File: config.mk
export PLATFORM = sky130hd
export DESIGN_NAME = vec_int_ctrl
export DESIGN_NICKNAME = d
export VERILOG_FILES = /design/src/rtl/vec_int_ctrl.sv
export SDC_FILE = /design/constraint.sdc
export NUM_CORES = 1
export LEC_CHECK = 0
export CAP_MARGIN = 20
export CORE_UTILIZATION = 34
export CTS_CLUSTER_SIZE = 14
export DETAILED_ROUTE_END_ITERATION = 8
export PLACE_DENSITY_LB_ADDON = 0.25
export SYNTH_ARGS = -nofsm -noshare
export SYNTH_HDL_FRONTEND = slang
export SYNTH_SLANG_ARGS = --single-unit
File: constraint.sdc
create_clock -name clk -period 1 [get_ports clk]
set_input_delay 0.3 -clock clk [delete_from_list [all_inputs] [get_ports clk]]
set_output_delay 0.3 -clock clk [all_outputs]
set_load 0.05 [all_outputs]
File: src/rtl/vec_int_ctrl.sv
// vec_int_ctrl: collects device irq edges and issues one prioritised vectored request to the core.
// Latency: irq edge in cycle N -> pending at N+1 -> interrupt at N+2; int_ack/eoi act on the next edge.
// Backpressure: one request outstanding; interrupt held until int_ack, next request blocked until eoi.
// Build option: define VEC_INT_CTRL_TIMEOUT_EN to withdraw a request left unacknowledged for ACK_TIMEOUT cycles.
module vec_int_ctrl #(
    parameter int          NSRC        = 4,
    parameter logic [31:0] VEC_BASE    = 32'h0000_0180,
    parameter int          VEC_SHIFT   = 4,
    parameter int          ACK_TIMEOUT = 64
) (
    input  logic            clk,
    input  logic            reset,
    input  logic [NSRC-1:0] irq_in,
    input  logic            mask_we,
    input  logic [NSRC-1:0] mask_wd,
    output logic [NSRC-1:0] mask,
    output logic            interrupt,
    input  logic            int_ack,
    output logic [31:0]     vector,
    output logic [2:0]      int_id,
    input  logic            eoi,
    output logic            busy,
    output logic [NSRC-1:0] pending,
    output logic            timeout_err
);

    typedef enum logic [1:0] {
        IDLE    = 2'd0,
        REQ     = 2'd1,
        SERVICE = 2'd2
    } state_t;

    state_t          state;
    logic [NSRC-1:0] irq_d;
    logic            edge_en;
    logic [NSRC-1:0] irq_edge;
    logic [NSRC-1:0] eligible;
    logic [NSRC-1:0] ack_clr;
    logic            ack_take;
    logic            any_elig;
    logic [2:0]      winner;
    logic [31:0]     win_vector;

`ifdef VEC_INT_CTRL_TIMEOUT_EN
    localparam int             CW       = $clog2(ACK_TIMEOUT + 1);
    localparam logic [CW-1:0]  ACK_LAST = CW'(ACK_TIMEOUT - 1);

    logic [CW-1:0] ack_cnt;
    logic          ack_expired;

    // The request has been up for ACK_TIMEOUT cycles once this REQ cycle ends.
    assign ack_expired = (ack_cnt == ACK_LAST);
`else
    // ACK_TIMEOUT has no effect in this build; the flag is permanently clear.
    logic unused_ack_timeout;
    assign unused_ack_timeout = ^ACK_TIMEOUT;
    assign timeout_err        = 1'b0;
`endif

    // edge_en masks the first cycle after reset so lines already high at release are not seen as edges.
    assign irq_edge = irq_in & ~irq_d & {NSRC{edge_en}};
    assign eligible = pending & ~mask;
    assign any_elig = |eligible;
    assign ack_take = (state == REQ) && int_ack;
    assign win_vector = VEC_BASE + ({29'd0, winner} << VEC_SHIFT);

    // Lowest eligible index wins; scanning downward leaves the lowest one in winner.
    always_comb begin
        winner = 3'd0;
        for (int i = NSRC - 1; i >= 0; i--) begin
            if (eligible[i]) begin
                winner = 3'(i);
            end
        end
    end

    // One-hot clear of the acknowledged source.
    always_comb begin
        ack_clr = '0;
        for (int i = 0; i < NSRC; i++) begin
            ack_clr[i] = ack_take && (int_id == 3'(i));
        end
    end

    // Edge-detect history and the post-reset arming flag.
    always_ff @(posedge clk) begin
        if (reset) begin
            irq_d   <= '0;
            edge_en <= 1'b0;
        end else begin
            irq_d   <= irq_in;
            edge_en <= 1'b1;
        end
    end

    // Pending latch: a new edge overrides a same-cycle acknowledge clear.
    always_ff @(posedge clk) begin
        if (reset) begin
            pending <= '0;
        end else begin
            pending <= (pending & ~ack_clr) | irq_edge;
        end
    end

    // Software-written mask register (1 = source disabled).
    always_ff @(posedge clk) begin
        if (reset) begin
            mask <= '0;
        end else if (mask_we) begin
            mask <= mask_wd;
        end
    end

    // Request handshake FSM; interrupt, busy, vector and int_id are registered alongside state.
    always_ff @(posedge clk) begin
        if (reset) begin
            state     <= IDLE;
            interrupt <= 1'b0;
            busy      <= 1'b0;
            vector    <= '0;
            int_id    <= '0;
`ifdef VEC_INT_CTRL_TIMEOUT_EN
            ack_cnt     <= '0;
            timeout_err <= 1'b0;
`endif
        end else begin
            case (state)
                IDLE: begin
                    if (any_elig) begin
                        state     <= REQ;
                        interrupt <= 1'b1;
                        busy      <= 1'b1;
                        int_id    <= winner;
                        vector    <= win_vector;
`ifdef VEC_INT_CTRL_TIMEOUT_EN
                        ack_cnt   <= '0;
`endif
                    end
                end
                REQ: begin
                    // int_ack takes precedence over an expiring timeout in the same cycle.
                    if (int_ack) begin
                        state     <= SERVICE;
                        interrupt <= 1'b0;
                    end
`ifdef VEC_INT_CTRL_TIMEOUT_EN
                    else if (ack_expired) begin
                        // Pending bit is left set so the source is re-arbitrated from IDLE.
                        state       <= IDLE;
                        interrupt   <= 1'b0;
                        busy        <= 1'b0;
                        timeout_err <= 1'b1;
                    end else begin
                        ack_cnt <= ack_cnt + CW'(1);
                    end
`endif
                end
                SERVICE: begin
                    if (eoi) begin
                        state <= IDLE;
                        busy  <= 1'b0;
                    end
                end
                default: begin
                    state     <= IDLE;
                    interrupt <= 1'b0;
                    busy      <= 1'b0;
                end
            endcase
        end
    end

endmodule
Word-level counts from Yosys, hierarchy flattened
Cells that the tools add are included.
{ "op_classes": {"n_addsub": 1, "eq_ne": 8, "mux": 14, "bitwise_logic": 10, "reduce_logical": 12} }
{ "ops": {"columns": ["cell", "n"], "rows": [
  ["$and A4 B4 Y4", 4],
  ["$not A4 Y4", 3],
  ["$add A9 B7 Y10 const A", 1],
  ["$mux W2", 5],
  ["$reduce_and A3 Y1", 3],
  ["$eq A3 B2 Y1 const B", 2],
  ["$mux W3", 2],
  ["$ne A2 B2 Y1 const B", 3],
  ["$pmux W1 S3", 2],
  ["$pmux W2 S3", 1],
  ["$logic_and A1 B1 Y1", 5],
  ["$mux W1", 4],
  ["$or A4 B4 Y4", 1],
  ["$reduce_or A4 Y1", 1],
  ["$eq A3 B1 Y1 const B", 1],
  ["$logic_not A3 Y1", 1],
  ["$eq A2 B1 Y1 const B", 1],
  ["$eq A2 B2 Y1 const B", 1],
  ["$logic_not A2 Y1", 1],
  ["$not A1 Y1", 2],
  ["$reduce_and A2 Y1", 1]
]} }
{ "totals": {"reg_bits": 52, "input_bits": 13, "output_inout_bits": 46, "elab_cells": 54} }

Depth between registers and ports, before layout
Gate-level depths: netlist of the first run.
{ "logic_depth": {"word_depth": 7, "depth_mapped": 4} }

Worst setup path before layout of the first run
OpenSTA, ideal clock, no wires.
{ "synth_timing": {"path_type": "register to register", "startpoint": "register mask[2]", "endpoint": "register int_id[0]", "setup_time_ns": 0.072, "arrival_time_ns": 1.252, "setup_slack_ns": -0.323, "stages_incl_launch_ff": 5, "cell_sequence": "dfxtp_1 nand2b_4 nand4_2 nand2_1 mux2i_1"} }
{ "synth_via": {"elab_chain_cells": 5, "elab_cells_between_ends": 7, "classes_between": "mux: 3; bitwise: 2; reduce/logical: 2"} }
{ "synth_rtl": {"columns": ["element", "line_no", "rtl"], "rows": [
  ["from (decl)", "16", "output logic [NSRC-1:0] mask,"],
  ["from (signal assigned)", "110", "mask <= mask_wd;"],
  ["$not A4 Y4 *", "62", "assign eligible = pending & ~mask;"],
  ["$and A4 B4 Y4 *", "62", null],
  ["$mux W2", "71", "if (eligible[i]) begin"],
  ["$mux W3 (2 in series)", "71", null],
  ["to (signal assigned)", "133", "int_id <= winner;"],
  ["to (decl)", "20", "output logic [2:0] int_id,"]
]} }
Every way passes the cells marked *; elsewhere a longest branch is shown, timed or not.
A chain may end at the register's enable or synchronous reset.

Final worst setup path of the first run
{ "layout_timing": {"startpoint": "register pending[2]", "endpoint": "output pending[2]"} }
{ "layout_rtl": {"columns": ["element", "line_no", "rtl"], "rows": [
  ["from (decl)", "23", "output logic [NSRC-1:0] pending,"],
  ["from (signal assigned)", "101", "pending <= (pending & ~ack_clr) | irq_edge;"]
]} }
No word-level cell between the ends.

==> run metrics, run 1 <==
share of total power in the clock network=between 20% and 30%; quantity of hold-fixing buffers added after cts=0; deepest level of the CTS H-tree=1; clock latency reported for the late side of the worst-skew pair=approximately 300 ps; setup ws final=-224 ps; number of maximum-capacitance constraint violations=0; net load switching power=approximately 0.0011 W; routed via count=894; Remaining DRCs=7; Die Width=57.6 um; critical path buffer and inverter count=2; setup repair after global routing missed its margin=true; Warnings, synthesis=0; number of antenna violations at the first check in global routing=0; die footprint=3310 um^2; static power due to leakage=between 0.8 and 0.9 nW; capturing point of the worst reg2reg path=busy; antenna cell count=0; part of the Yosys area used for sequential elements=between 30% and 40%; clock sink count=20; depth of the worst register-to-register path=5; violations in the final reports=design-rule violations, negative setup slack; category of cells accounting for the largest share of critical-path delay=flip-flops; final design instance area without fill=~1900 um^2; gp weighted congestion=around 0.76; number of flip-flops and latches in the synthesized netlist=20; combinational family with the most area after synthesis=buffers and inverters; distinct cell type count of the synthesized netlist=25; count of final max-slew check failures=0; number of instances in the synthesized netlist=between 100 and 150; nature of the critical path endpoint=primary output; share of cell area taken by muxes after synthesis=4.77%; hpwl dp=around 1700 um; via count of the first global-routing pass=875; WS Path Type=reg -> out; final antenna-violating net count=0; synth-to-layout area growth=79.6%; start of the worst register-to-register path=pending[0]; DRC violation total after the first TritonRoute iteration=21; die outline height=about 58 um; Port Buf Inserts=28; Max stage delay cell, worst path=dfxtp_4; required time of the critical path=roughly 700 ps; synthesized-area fraction occupied by and/or/nand/nor cells=approximately 22%; Vias per Instance=4.36; effective utilization at floorplan=between 30% and 40%; crit path time final=1220 ps; final hold slack=about 470 ps; Final Setup Violations=25; power per standard cell area=approximately 1500 nW/um^2; critical path fanouts, max=2; Post-Synthesis Mean Instance Area=~8.9 um^2; final net count=~190; DR WL/cell=12.6 um; hold worst-path end=state[0]; CTS tree=done; Mapped Area=between 1000 and 1500 um^2; pin count of the biggest net entering global routing=16; top-level I/O count=59; critical path's largest stage delay=370 ps; power share of the sequential group=34.2%; net switching fraction of the power=a little under two fifths; start point of the worst min-delay path=int_ack; first-pass GRT wire length=3930 um; worst IR drop on VDD=about 0.73 mV; router iterations before antenna repair=6; Register-to-Register Setup Slack=-80 ps; core box area=about 2800 um^2; CP Data Arrival Time=slightly above 900 ps; CTS root buf=clkbuf_4; share of the synthesized netlist area taken by xor and xnor gates=0%; Max Clk Rate=817 MHz; final cycle utilization of the critical path=122%; Cell Count, Final, Fillers Out=205; number of hold violations in the final report=0; status=finished, violations left; number of instances on the worst hold path=2; Cell Area, Placed=between 1500 and 2000 um^2; TritonCTS Buffers=3; clock transition at the registers of the reported paths=110 ps; Critical Path Source Type=flip-flop; standard-cell rows=19; Fin Clk Skew=1.01 ps; combinational fraction of design power=45.8%; power after layout=roughly 0.0028 W; global route total overflow=0; Routed WL=2590 um; class of the most critical hold timing path=in -> reg; complex-gate fraction of the synthesized area=under 10%; adder and majority gate portion of the synthesized area=0%; CP cell instances=buf_6 -> buf_12; maximum count of clock buffers along a single path=2; internal power consumption=approximately 0.0017 W; total global-route track usage=between 10% and 20%; layout cells sized above 1=about 51%; placed cell count=about 180
==> metal layers <==
metal | part of all wire [%] | vias to the layer above | global-route usage (%)
met5 | 0 | - | 0
li1 | - | 442 | -
met1 | 38 | 394 | 15.9
met2 | 51 | 49 | 29.9
met4 | 3.3 | 0 | 7.32
met3 | 7.0 | 9 | 4.08
==> kinds of logic after synthesis <==
group	count (synthesis)
buffers and inverters	39
multiplexers	5
AO/OA/AOI/OAI	14
AND/OR/NAND/NOR	39
flip-flops	20
other	1
==> timing repair <==
item                       CTS  global route
setup endpoints to repair   24            26
pin swaps                    3            10
resized for setup           26            16
setup buffers               10             7
cloned                       0             0
==> registers in the layout (all words and copies together), names as in the netlist <==
register	count
irq_d	4
interrupt	1
busy	1
pending	4
mask	4
state	2
edge_en	1
int_id	1
vector	2
==> cell usage after synthesis (all sizes together) <==
master / instances / area share, %
a32oi: 1 / 0.83
inv: 3 / 1.1
a211oi: 1 / 0.72
conb: 1 / 0.36
nand2b: 6 / 6.4
a2111oi: 1 / 0.95
clkbuf: 1 / 0.36
nand4: 1 / 1.2
nand2: 9 / 3.2
a21oi: 6 / 2.9
nand3b: 3 / 2.1
dfxtp: 20 / 38
and3b: 1 / 0.83
nor2: 12 / 4.3
nor2b: 5 / 3.0
o21ai: 2 / 0.95
mux2i: 5 / 4.8
buf: 35 / 24
o41ai: 1 / 0.83
nand3: 2 / 0.95
a221oi: 2 / 1.7
==> layout by cell type, fill, tap and decap left out, types with 2 or more instances in the layout <==
master / synthesis / routed
nand3b_1: 3 / 3
conb_1: 1 / 30
nor2_1: 12 / 10
nor2b_1: 5 / 5
buf_4: 33 / 15
clkdlybuf4s50_1: 0 / 11
a21oi_1: 6 / 3
inv_1: 3 / 3
a21oi_2: 0 / 3
a221oi_2: 0 / 2
nand2_4: 0 / 2
nand2_1: 9 / 5
nand2_2: 0 / 2
dfxtp_1: 20 / 5
clkbuf_4: 0 / 3
buf_12: 0 / 17
mux2i_1: 5 / 5
buf_6: 0 / 15
dfxtp_2: 0 / 2
dfxtp_4: 0 / 13
nand2b_4: 4 / 5
==> layout make-up <==
cell class	count	area, um^2
tap	31	38.8
timing repair buffer	59	741
inverter	3	11.3
clock buffer	4	47.5
multi-input combinational	88	596
sequential	20	452
fill	207	943
==> worst register-to-register path: cells and delay by family (launching register included) <==
kind / cells / cell delay (ps)
buffers and inverters: 1 / 110
AND/OR/NAND/NOR: 3 / 270
AO/OA/AOI/OAI: 1 / 240
flip-flops: 1 / 390
==> through the flow <==
stage                     TNS, ps  util [%]  setup WS (ps)
after global routing        -4550      66.7           -262
after global placement      -6070      54.3           -452
after CTS                   -3520      62.7           -237
final                       -3440      66.7           -224
after floorplan              -116         -          -51.7
after detailed placement    -6290      54.3           -496
==> how the worst max path moves through the flow <==
stage | from | to | cells past startpoint
floorplan | mask[3] | busy | 4
global placement | int_ack | pending[0] | 4
detailed placement | int_ack | pending[0] | 4
CTS | vector[5] | vector[5] | 2
global route | pending[2] | pending[2] | 2
finish | pending[2] | pending[2] | 2
==> power by group through the flow <==
stage	Clock, W	Combinational (W)	Sequential [W]
2_1_floorplan	0	0.000577	0.00110
3_3_place_gp	0	0.00103	0.000959
3_5_place_dp	0	0.00104	0.000963
4_1_cts	0.000578	0.00118	0.000944
5_1_grt	0.000610	0.00133	0.000959
6_report	0.000557	0.00127	0.000948
(Power assumes the default switching activity.)
==> run 2, diff against run 1 <==
--- a/config.mk
+++ b/config.mk
@@ -6,7 +6,9 @@
 export NUM_CORES = 1
 export LEC_CHECK = 0
 export CAP_MARGIN = 20
-export CORE_UTILIZATION = 34
+export CELL_PAD_IN_SITES_DETAIL_PLACEMENT = 2
+export CELL_PAD_IN_SITES_GLOBAL_PLACEMENT = 2
+export CORE_UTILIZATION = 18
 export CTS_CLUSTER_SIZE = 14
 export DETAILED_ROUTE_END_ITERATION = 8
 export PLACE_DENSITY_LB_ADDON = 0.25
==> run metrics, run 2 (synthesis gave the netlist of run 1 again) <==
static power due to leakage=0.818 nW (-2.4%); number of hold violations in the final report=0 (unchanged); total global-route track usage=10.5% (-5.2 points); hpwl dp=2370 um (+42%); pin count of the biggest net entering global routing=12 (-4); power share of the sequential group=34.6% (+0.4 points); share of total power in the clock network=20.3% (+0.2 points); power after layout=0.00275 W (-1.0%); first-pass GRT wire length=4860 um (+23%); commonest non-fill, non-tap cells in the layout=conb_1 (30), buf_4 (19), buf_12 (16), dfxtp_4 (14), buf_6 (12); CTS tree=done; final hold slack=437 ps (-28.9 ps); net load switching power=0.00108 W (+1.8%); Remaining DRCs=0 (-7); worst IR drop on VDD=0.564 mV (-23%); Max Clk Rate=847 MHz (+3.7%); class of the most critical hold timing path=in -> reg; Vias per Instance=3.71 (-15%); die outline height=78.4 um (+36%); required time of the critical path=700 ps (about the same); gp weighted congestion=0.730 (-3.4%); quantity of hold-fixing buffers added after cts=0 (unchanged); crit path time final=1180 ps (-44.0 ps); largest registers in the final layout=irq_d (4), mask (4), pending (4); setup ws final=-180 ps (+44.0 ps); clock transition at the registers of the reported paths=80 ps (-30 ps); DR WL/cell=12.4 um (-2.1%); most common cell after layout, fill and taps aside=conb_1; violations in the final reports=negative setup slack; status=finished, violations left; Cell Area, Placed=1610 um^2 (+4.8%); Critical Path Source Type=flip-flop; layout cells sized above 1=48.9% (-2.3 points); CTS root buf=clkbuf_8; Fin Clk Skew=1.25 ps (+0.233 ps); TNS Setup=-2270 ps (+1170 ps); pre-CTS setup slack=-529 ps (-33.6 ps); clock sink count=20 (unchanged); Final Setup Violations=23 (-8.0%); core box area=5570 um^2 (+97%); routed via count=912 (+2.0%); WS Path Type=reg -> out; standard-cell rows=27 (+8); deepest level of the CTS H-tree=1 (unchanged); setup repair after global routing missed its margin=true; count of final max-slew check failures=0 (unchanged); via count of the first global-routing pass=1003 (+15%); Die Width=78.4 um (+36%); antenna cell count=0 (unchanged); TritonCTS Buffers=3 (unchanged); clock latency reported for the late side of the worst-skew pair=260 ps (-40 ps); synth-to-layout area growth=79.0%; final antenna-violating net count=0 (unchanged); nature of the critical path endpoint=primary output; Port Buf Inserts=28 (unchanged); final design instance area without fill=1880 um^2 (-0.33%); Routed WL=3040 um (+17%); final cycle utilization of the critical path=118% (-4.4 points); effective utilization at floorplan=18.8% (-18 points); final net count=188 (unchanged); power per standard cell area=1460 nW/um^2 (-0.71%); router iterations before antenna repair=2 (-4); CP Data Arrival Time=880 ps (-40 ps); DRC violation total after the first TritonRoute iteration=32 (+52%); top-level I/O count=59 (unchanged); maximum count of clock buffers along a single path=2 (unchanged); critical path fanouts, max=3 (+1); net switching fraction of the power=39.3% (+1.1 points); internal power consumption=0.00167 W (-2.8%); number of antenna violations at the first check in global routing=0 (unchanged); combinational fraction of design power=45.1% (-0.7 points); die footprint=6140 um^2 (+85%); global route total overflow=0 (unchanged); number of maximum-capacitance constraint violations=0 (unchanged)
[run 2: cell types whose count changed in the layout (fill, tap and decap cells not counted), moves of 3 or more]
cell,previous run,this run
buf_4,15,19
clkbuf_4,3,0
buf_6,15,12
clkbuf_8,0,3
[run 2: path summary, 6_finish.rpt]
path / from / to / slack [ps] / cells past startpoint
worst min register to register: irq_d[1] / pending[1] / 490 / 2
worst max-delay path: vector[5] / vector[5] / -180 / 2
worst min-delay path: int_ack / state[0] / 440 / 2
worst max register to register: pending[1] / busy / -80 / 5
[run 2: layout make-up]
type | count | area, um^2
inverter | 3 | 11.3
clock buffer | 3 | 41.3
multi-input combinational | 88 | 564
fill | 642 | 3690
tap | 72 | 90.1
sequential | 20 | 454
timing repair buffer | 59 | 714
clock inverter | 1 | 3.75
[run 2: critical path, cell delays in order, from the launching register on]
cell and delay, ps:
dfxtp_4 370, buf_6 120, buf_12 130
[run 2: power by group through the flow]
stage | clock network (W) | registers [W] | logic (W)
2_1_floorplan | 0 | 0.00110 | 0.000577
3_3_place_gp | 0 | 0.000968 | 0.00105
3_5_place_dp | 0 | 0.000971 | 0.00108
4_1_cts | 0.000581 | 0.000953 | 0.00118
5_1_grt | 0.000614 | 0.000964 | 0.00130
6_report | 0.000557 | 0.000951 | 0.00124
[run 2: stage by stage]
| stage | std cells | util, % |
|---|---|---|
| finish | 246 | 33.7 |
| global route | 246 | 33.7 |
| CTS | 241 | 32.0 |
| detailed placement | 228 | 28.9 |
| global placement | 228 | 28.9 |
| floorplan | 147 | - |
[run 2: what timing repair did]
item | 4_1_cts | 5_1_grt
endpoints found under the setup margin | 33 | 26
buffers inserted | 9 | 5
gates resized for setup | 22 | 14
pin swaps | 4 | 9
[run 2: per-layer routing]
metal | routed length (um) | GRT usage, % | up-vias
met3 | 190 | 2.79 | 4
li1 | - | - | 435
met4 | 32 | 2.78 | 0
met5 | 0 | 0 | -
met1 | 1190 | 10.9 | 431
met2 | 1630 | 20.6 | 42
